## src/rtl/mpu_seq_ctrl_if.sv

```systemverilog
// Sequencer bus: program-memory fetch handshake plus datapath controls.
// master = sequencer, slave = memory/datapath side.
interface mpu_seq_ctrl_if;
  logic [7:0] mem_rdata;
  logic       mem_ready;
  logic [7:0] acc_next;
  logic [7:0] pc;
  logic [2:0] alu_sel;
  logic       acc_src;
  logic       acc_load;
  logic       reg_we;
  logic [3:0] reg_addr;
  logic       zero;
  logic       halted;
  logic       illegal;
  logic [2:0] state;

  modport master (
    input  mem_rdata, mem_ready, acc_next,
    output pc, alu_sel, acc_src, acc_load, reg_we,
    output reg_addr, zero, halted, illegal, state
  );

  modport slave (
    output mem_rdata, mem_ready, acc_next,
    input  pc, alu_sel, acc_src, acc_load, reg_we,
    input  reg_addr, zero, halted, illegal, state
  );
endinterface

```

## src/rtl/mpu_seq_ctrl.sv

```systemverilog
// Multicycle fetch/decode/execute sequencer for the 8-bit MPU.
// Owns PC, IR, zero flag and the ALU select register.
module mpu_seq_ctrl #(
  parameter logic [7:0] RESET_PC        = 8'h00,
  parameter bit         HALT_ON_ILLEGAL = 1'b0
) (
  input  logic          clk,
  input  logic          reset,
  mpu_seq_ctrl_if.master bus
);

  typedef enum logic [2:0] {
    S_FETCH  = 3'd0,
    S_DECODE = 3'd1,
    S_EXEC   = 3'd2,
    S_OPND   = 3'd3,
    S_HALT   = 3'd4
  } state_t;

  state_t     r_state, w_state_nxt;
  logic [7:0] r_pc, w_pc_nxt;
  logic [7:0] r_ir, w_ir_nxt;
  logic       r_zero, w_zero_nxt;
  logic [2:0] r_alu_sel, w_alu_sel_nxt;

  logic [3:0] w_op, w_fop;
  logic       w_is_alu, w_is_lda, w_is_sta;
  logic       w_acc_load, w_acc_src, w_reg_we, w_illegal;

  assign w_op     = r_ir[7:4];
  assign w_fop    = bus.mem_rdata[7:4];
  assign w_is_alu = (w_op >= 4'h1) && (w_op <= 4'h7);
  assign w_is_lda = (w_op == 4'h8);
  assign w_is_sta = (w_op == 4'h9);

  always_comb begin
    w_state_nxt   = r_state;
    w_pc_nxt      = r_pc;
    w_ir_nxt      = r_ir;
    w_zero_nxt    = r_zero;
    w_alu_sel_nxt = r_alu_sel;
    w_acc_load    = 1'b0;
    w_acc_src     = 1'b0;
    w_reg_we      = 1'b0;
    w_illegal     = 1'b0;
    case (r_state)
      S_FETCH: begin
        if (bus.mem_ready) begin
          w_ir_nxt    = bus.mem_rdata;
          w_pc_nxt    = r_pc + 8'd1;
          w_state_nxt = S_DECODE;
          // ALU select is loaded with the fetch so it is valid in DECODE
          if ((w_fop >= 4'h1) && (w_fop <= 4'h7))
            w_alu_sel_nxt = bus.mem_rdata[6:4];
          else if (w_fop == 4'h9)
            w_alu_sel_nxt = 3'b000;
        end
      end
      S_DECODE: begin
        case (w_op)
          4'h0:             w_state_nxt = S_FETCH;
          4'hA, 4'hB:       w_state_nxt = S_OPND;
          4'hF:             w_state_nxt = S_HALT;
          4'hC, 4'hD, 4'hE: begin
            w_illegal   = 1'b1;
            w_state_nxt = HALT_ON_ILLEGAL ? S_HALT : S_FETCH;
          end
          default:          w_state_nxt = S_EXEC;
        endcase
      end
      S_EXEC: begin
        w_state_nxt = S_FETCH;
        unique case (1'b1)
          w_is_alu: w_acc_load = 1'b1;
          w_is_lda: begin
            w_acc_load = 1'b1;
            w_acc_src  = 1'b1;
          end
          w_is_sta: w_reg_we = 1'b1;
          default:  ;
        endcase
        if (w_acc_load)
          w_zero_nxt = (bus.acc_next == 8'h00);
      end
      S_OPND: begin
        if (bus.mem_ready) begin
          w_state_nxt = S_FETCH;
          if ((w_op == 4'hA) || r_zero)
            w_pc_nxt = bus.mem_rdata;
          else
            w_pc_nxt = r_pc + 8'd1;
        end
      end
      S_HALT:  w_state_nxt = S_HALT;
      default: w_state_nxt = S_FETCH;
    endcase
  end

  always_ff @(posedge clk or posedge reset) begin
    if (reset) begin
      r_state   <= S_FETCH;
      r_pc      <= RESET_PC;
      r_ir      <= 8'h00;
      r_zero    <= 1'b0;
      r_alu_sel <= 3'b000;
    end else begin
      r_state   <= w_state_nxt;
      r_pc      <= w_pc_nxt;
      r_ir      <= w_ir_nxt;
      r_zero    <= w_zero_nxt;
      r_alu_sel <= w_alu_sel_nxt;
    end
  end

  assign bus.pc       = r_pc;
  assign bus.alu_sel  = r_alu_sel;
  assign bus.acc_src  = w_acc_src;
  assign bus.acc_load = w_acc_load;
  assign bus.reg_we   = w_reg_we;
  assign bus.reg_addr = r_ir[3:0];
  assign bus.zero     = r_zero;
  assign bus.halted   = (r_state == S_HALT);
  assign bus.illegal  = w_illegal;
  assign bus.state    = r_state;

endmodule

```

## src/flat_wrapper.sv

```systemverilog
// flat-port wrapper written by rule: the top's interface ports become plain ports
module mpu_seq_ctrl_flat 
#(
  parameter logic [7:0] RESET_PC        = 8'h00,
  parameter bit         HALT_ON_ILLEGAL = 1'b0
)
  (clk, reset, bus_mem_rdata, bus_mem_ready, bus_acc_next, bus_pc, bus_alu_sel, bus_acc_src, bus_acc_load, bus_reg_we, bus_reg_addr, bus_zero, bus_halted, bus_illegal, bus_state);
  mpu_seq_ctrl_if bus_i ();
  input  logic clk;
  input  logic reset;
  input wire logic [$bits(bus_i.mem_rdata)-1:0] bus_mem_rdata;
  input wire logic [$bits(bus_i.mem_ready)-1:0] bus_mem_ready;
  input wire logic [$bits(bus_i.acc_next)-1:0] bus_acc_next;
  output wire logic [$bits(bus_i.pc)-1:0] bus_pc;
  output wire logic [$bits(bus_i.alu_sel)-1:0] bus_alu_sel;
  output wire logic [$bits(bus_i.acc_src)-1:0] bus_acc_src;
  output wire logic [$bits(bus_i.acc_load)-1:0] bus_acc_load;
  output wire logic [$bits(bus_i.reg_we)-1:0] bus_reg_we;
  output wire logic [$bits(bus_i.reg_addr)-1:0] bus_reg_addr;
  output wire logic [$bits(bus_i.zero)-1:0] bus_zero;
  output wire logic [$bits(bus_i.halted)-1:0] bus_halted;
  output wire logic [$bits(bus_i.illegal)-1:0] bus_illegal;
  output wire logic [$bits(bus_i.state)-1:0] bus_state;
  assign bus_i.mem_rdata = bus_mem_rdata;
  assign bus_i.mem_ready = bus_mem_ready;
  assign bus_i.acc_next = bus_acc_next;
  assign bus_pc = bus_i.pc;
  assign bus_alu_sel = bus_i.alu_sel;
  assign bus_acc_src = bus_i.acc_src;
  assign bus_acc_load = bus_i.acc_load;
  assign bus_reg_we = bus_i.reg_we;
  assign bus_reg_addr = bus_i.reg_addr;
  assign bus_zero = bus_i.zero;
  assign bus_halted = bus_i.halted;
  assign bus_illegal = bus_i.illegal;
  assign bus_state = bus_i.state;
  mpu_seq_ctrl #(.RESET_PC(RESET_PC), .HALT_ON_ILLEGAL(HALT_ON_ILLEGAL)) u_core (.clk(clk), .reset(reset), .bus(bus_i));
endmodule
```

## config.mk

```make
export PLATFORM = sky130hd
export DESIGN_NAME = mpu_seq_ctrl_flat
export DESIGN_NICKNAME = d
export VERILOG_FILES = /design/src/rtl/mpu_seq_ctrl_if.sv /design/src/rtl/mpu_seq_ctrl.sv /design/src/flat_wrapper.sv
export SDC_FILE = /design/constraint.sdc
export NUM_CORES = 1
export LEC_CHECK = 0
export BUFFER_PORTS_ARGS = -buffer_cell sky130_fd_sc_hd__buf_4
export CAP_MARGIN = 20
export CORE_MARGIN = 4
export CORE_UTILIZATION = 40
export DETAILED_ROUTE_END_ITERATION = 7
export PLACE_DENSITY = 0.65
export SETUP_SLACK_MARGIN = 0.05
export SKIP_CTS_REPAIR_TIMING = 1
export SLEW_MARGIN = 20
export SYNTH_ARGS = -nofsm -noshare
export SYNTH_HDL_FRONTEND = slang
export SYNTH_SLANG_ARGS = --single-unit
```

## constraint.sdc

```tcl
create_clock -name clk -period 5.15 [get_ports clk]
set_clock_uncertainty 0.2 [all_clocks]
set_input_delay 0.2575 -clock clk [delete_from_list [all_inputs] [get_ports clk]]
set_output_delay 0.2575 -clock clk [all_outputs]
set_load 0.05 [all_outputs]
```

Yosys cells after proc, flatten, opt, wreduce, memory -nomap -nowiden
Index checks and enable logic that the tools add are counted.

Register bits after elaboration: 23. Input bits: 19. Output and inout bits: 24. Word-level logic and storage cells: 61.

Add/sub/neg operators: 1. Magnitude comparators: 4. Eq/ne operators: 15. Multiplexer cells: 19. Reduce and logical (&&, ||, !) cells: 17.

Operators by type and width (count): == test 4 bit (second input constant) (9); 2-to-1 mux 8 bit (3); one-hot mux 8 bit (2 select lines) (1); 2-to-1 mux 3 bit (4); one-hot mux 3 bit (4 select lines) (1); 2-to-1 mux 1 bit (9); one-hot mux 3 bit (3 select lines) (1); adder 8 x 1 -> 8 bit (second input constant) (1); >= comparator 4 x 1 -> 1 bit (second input constant) (2); <= comparator 4 x 3 -> 1 bit (second input constant) (2); zero test 8 bit (1); == test 3 x 2 -> 1 bit (second input constant) (2); AND reduction 2 bit (3); AND reduction 3 bit (2); zero test 4 bit (1); != test 2 bit (second input constant) (2); nonzero test 2 bit (2); OR reduction 2 bit (2); OR reduction 4 bit (1); == test 3 x 1 -> 1 bit (second input constant) (1); == test 3 bit (second input constant) (1); zero test 3 bit (1); OR reduction 3 bit (1); logical AND 1 bit (2); logical OR 1 bit (1).

Logic depth before layout (Yosys ltp)
Depth in word-level cells: 6. Depth in mapped cells: 6. Depth with buffers taken out: 5.

Worst setup path before layout
Ideal clock, no wire load.

Path kind: reg2reg. From: register u_core.r_state[1], in the netlist u_core.bus.state[1]. To: register u_core.r_zero, in the netlist u_core.bus.zero. Library setup time: 0.081 ns. Arrival: 2.625 ns. Data required time: 4.869 ns. Slack: 2.244 ns. Cell stages (with the launch flop): 5. Path buffers: 1. Clock period less this slack: 2.906 ns. Cells stage by stage: dfrtp_1 -> buf_4 -> nor3b_1 -> nor3b_1 -> mux2i_1.

Word-level cells in the longest chain between the ends: 2.

Ends and longest elaborated chain: from (decl) (RTL line mpu_seq_ctrl.sv:20) `state_t r_state, w_state_nxt;`; from (signal assigned) (RTL line mpu_seq_ctrl.sv:107) `r_state <= w_state_nxt;`; == test 3 x 2 -> 1 bit (RTL line mpu_seq_ctrl.sv:46) `case (r_state)`; AND reduction 2 bit (no source line); to (signal assigned) (RTL line mpu_seq_ctrl.sv:110) `r_zero <= w_zero_nxt;`; to (decl) (RTL line mpu_seq_ctrl.sv:23) `logic r_zero, w_zero_nxt;`.

Every way passes these cells. A chain may end at the register's enable or synchronous reset.

Worst setup path in the final report
From: input port bus_acc_next[1]. To: register u_core.r_zero, in the netlist u_core.bus.zero.

Word-level cells in the longest chain between the ends: 1.

Ends and longest elaborated chain: from (decl) (RTL line flat_wrapper.sv:13) `input wire logic [$bits(bus_i.acc_next)-1:0] bus_acc_next;`; zero test 8 bit (RTL line mpu_seq_ctrl.sv:83) `w_zero_nxt = (bus.acc_next == 8'h00);`.

Every way passes these cells.

==> results.yml <==
power:
  total_power_uw: 1083
  pwr_density_cell_nw_per_um2: 612.6
  ir_drop_v: 0.0002286
  total_leakage_power_uw: 0.0008221
clock_network:
  clock_path_buffers: 2
  htreeDepth: 1
  clk_pin_slew_ns: 0.13
  insertion_delay_ns: 0.32
  cts.sink_count: 23
  cts_root_buf: "clkbuf_4"
  numCtsBuffers: 3
  tritoncts: "done"
logic_synthesis:
  yosys.area_share.simple: 0.2566
  synth_top_area_share: 0.4356
  ys_warn_count: 0
  ys.flop_type: "dfrtp_1"
  synth_top_family_by_area: "simple AND/OR/NAND/NOR gates"
  synth-xor-area-share: 0.006629
  synth_top_cell_by_area: "dfrtp_1"
  synth.most_common_cell: "nand2_1"
  synthMuxAreaShare: 0.03788
  ys_seq_area_frac: 0.4356
  synth_compound_area_frac: 0.1856
  ys_async_sr_fraction: 1.000
  synth_nets: 166
  syn_inst: 146
  synth_area_um2: 1321
  synth_cell_type_count: 36
  synthAdderAreaFrac: 0.009470
  synth_area_leaders: "dfrtp_1, nand2_1, o21ai_0"
  synthTopCellsByCount: "nand2_1, dfrtp_1, o21ai_0"
  synth_edf_count: 0
  synth_seq_cells: 23
  syn_avg_cell_area_um2: 9.050
flow_run:
  cap_violations: 0
die:
  fp.dieH_um: 65.48
  dieArea_um2: 4287
  ios: 43
  row_count: 20
  coreArea_um2: 3103
  start_util: 0.4258
  die-width_um: 65.48
drt:
  first_iter_violations: 44
  ant_nets: 0
  firstDrtPassIters: 4
  drcViolationCount: 0
  viasPerCell: 5.368
  vias: 1283
  routed_wl_um: 3338
  wire_per_inst_um: 13.97
global_route:
  grt_pass1_vias: 1209
  grtUsageTotal: 0.1642
  grt_first_pass_wirelength_um: 5513
  overflow: 0
  grt_max_degree: 24
  antenna_found_initial: 0
hold_path:
  hold_path.class: "input pin to flop"
final_layout:
  diodes: 0
  final_layout_size_suffix_gt1_frac: 0.2513
  syn_to_final_growth_pct: 33.81
  fin_nets: 216
  final_util: 0.5698
  fillCellCount: 305
timing:
  min_period_over_period: 0.4672
  maxSlewViolCount: 0
  rsz0062_at_grt: "false"
  relSlewSlack: 0.3893
  hold_ws_ns: -0.01527
  setup_violations: 0
  fmax_mhz: 415.6
  setup_ws_ns: 2.744
  finalHoldViolations: 1
  period_needed_ns: 2.406
  fin_setup_tns_ns: 0
  worst_slew_pin_slew_ns: 0.9151
worst_setup_path:
  crit_type: "input pin to flop"
  required_ns: 5.20
  slowest_delay_ns: 0.57
  crit_chain: "dlygate4sd3_1, buf_4, nor4_1, dlygate4sd3_1, nand2_1, dlygate4sd3_1, mux2i_1"
  cpMaxStageDelayCell: "dlygate4sd3_1"
  worst_path_most_repeated_cell: "dlygate4sd3_1"
  crit_fanout: 1
  cp_top_family: "buffers and inverters"
  end_kind: "flop"
  worst-path-buf-inv: 4
  worstSetupStartpointType: "input pin"
  cp.arrival_ns: 2.46
place:
  dp_slack_ns: 3.243
  dpl.hpwl_um: 2445
  gp_congestion: 0.7688
  port_buffers: 42
outcome:
  violations: "negative hold slack"
  status: "finished, violations left"
==> routing by layer <==
layer | part of all wire | GRT usage | vias up | wire length [um]
met1 | 0.44 | 0.2062 | 629 | 1467
met2 | 0.50 | 0.2819 | 34 | 1659
met4 | 0.011 | 0.05440 | 0 | 38
li1 | - | - | 616 | -
met3 | 0.052 | 0.03077 | 4 | 173
met5 | 0 | 0 | - | 0
==> stage by stage <==
step	instances	area, um^2
CTS	227	1648
detailed placement	223	1620
global placement	223	1620
floorplan	146	1321
finish	239	1768
global route	239	1768
==> tightest hold or removal path, cell delays in order <==
cell     delay (ns)
buf_4          0.12
nand2_1        0.05
nand2_1        0.05
==> placed cells by master (no fill, tap or decap), types with 2 or more instances in the layout <==
cell and instances:
inv_1 5, dlygate4sd3_1 12, o22a_1 2, a211oi_1 3, nor4_1 3, nor2_1 5, and3_1 2, clkbuf_4 3
a31oi_1 2, mux2i_1 5, nand3_1 6, o21ai_0 11, dfrtp_1 23, a2bb2oi_1 3, nor3b_1 4, nand2_1 35
a21oi_1 10, buf_4 42
==> final timing paths <==
check	start	endpoint	slack (ns)	cells past startpoint
hold / removal	bus_mem_rdata[7]	u_core.r_ir[7]	-0.02	3
hold reg to reg	u_core.r_ir[3]	u_core.r_ir[3]	0.29	2
setup / recovery	bus_acc_next[1]	u_core.bus.zero	2.74	7
setup reg to reg	u_core.bus.state[0]	u_core.bus.pc[4]	3.28	4
max in group asynchronous	reset	u_core.bus.alu_sel[1]	3.71	3
min in group asynchronous	reset	u_core.r_ir[6]	0.48	3
==> power by group <==
group	switching, uW	internal, uW	total [uW]
registers	104	259	364
logic	413	219	632
clock network	58.1	29.1	87.2
total	576	507	1080
==> flip-flops by register name, indices dropped and copies added (netlist names) <==
name                flops
u_core.bus.alu_sel      3
u_core.bus.pc           8
u_core.bus.state        3
u_core.bus.zero         1
u_core.r_ir             8
==> area by class of cell <==
class | count | area [um^2] | share of cell area
multi-input combinational | 109 | 655.6 | 0.3708
clock inverter | 1 | 5.005 | 0.002831
tap | 44 | 55.05 | 0.03114
timing repair buffer | 54 | 435.4 | 0.2463
inverter | 5 | 18.77 | 0.01062
clock buffer | 3 | 22.52 | 0.01274
sequential | 23 | 575.6 | 0.3255
==> logic make-up after synthesis <==
family | after synthesis
and+or+nand+nor | 63
adders and majority gates | 1
DFF | 23
AOI/OAI and AO/OA | 39
muxes | 5
xor gates and xnor gates | 1
buffers and inverters | 14
Note: power is estimated with default switching activity, not from simulation.
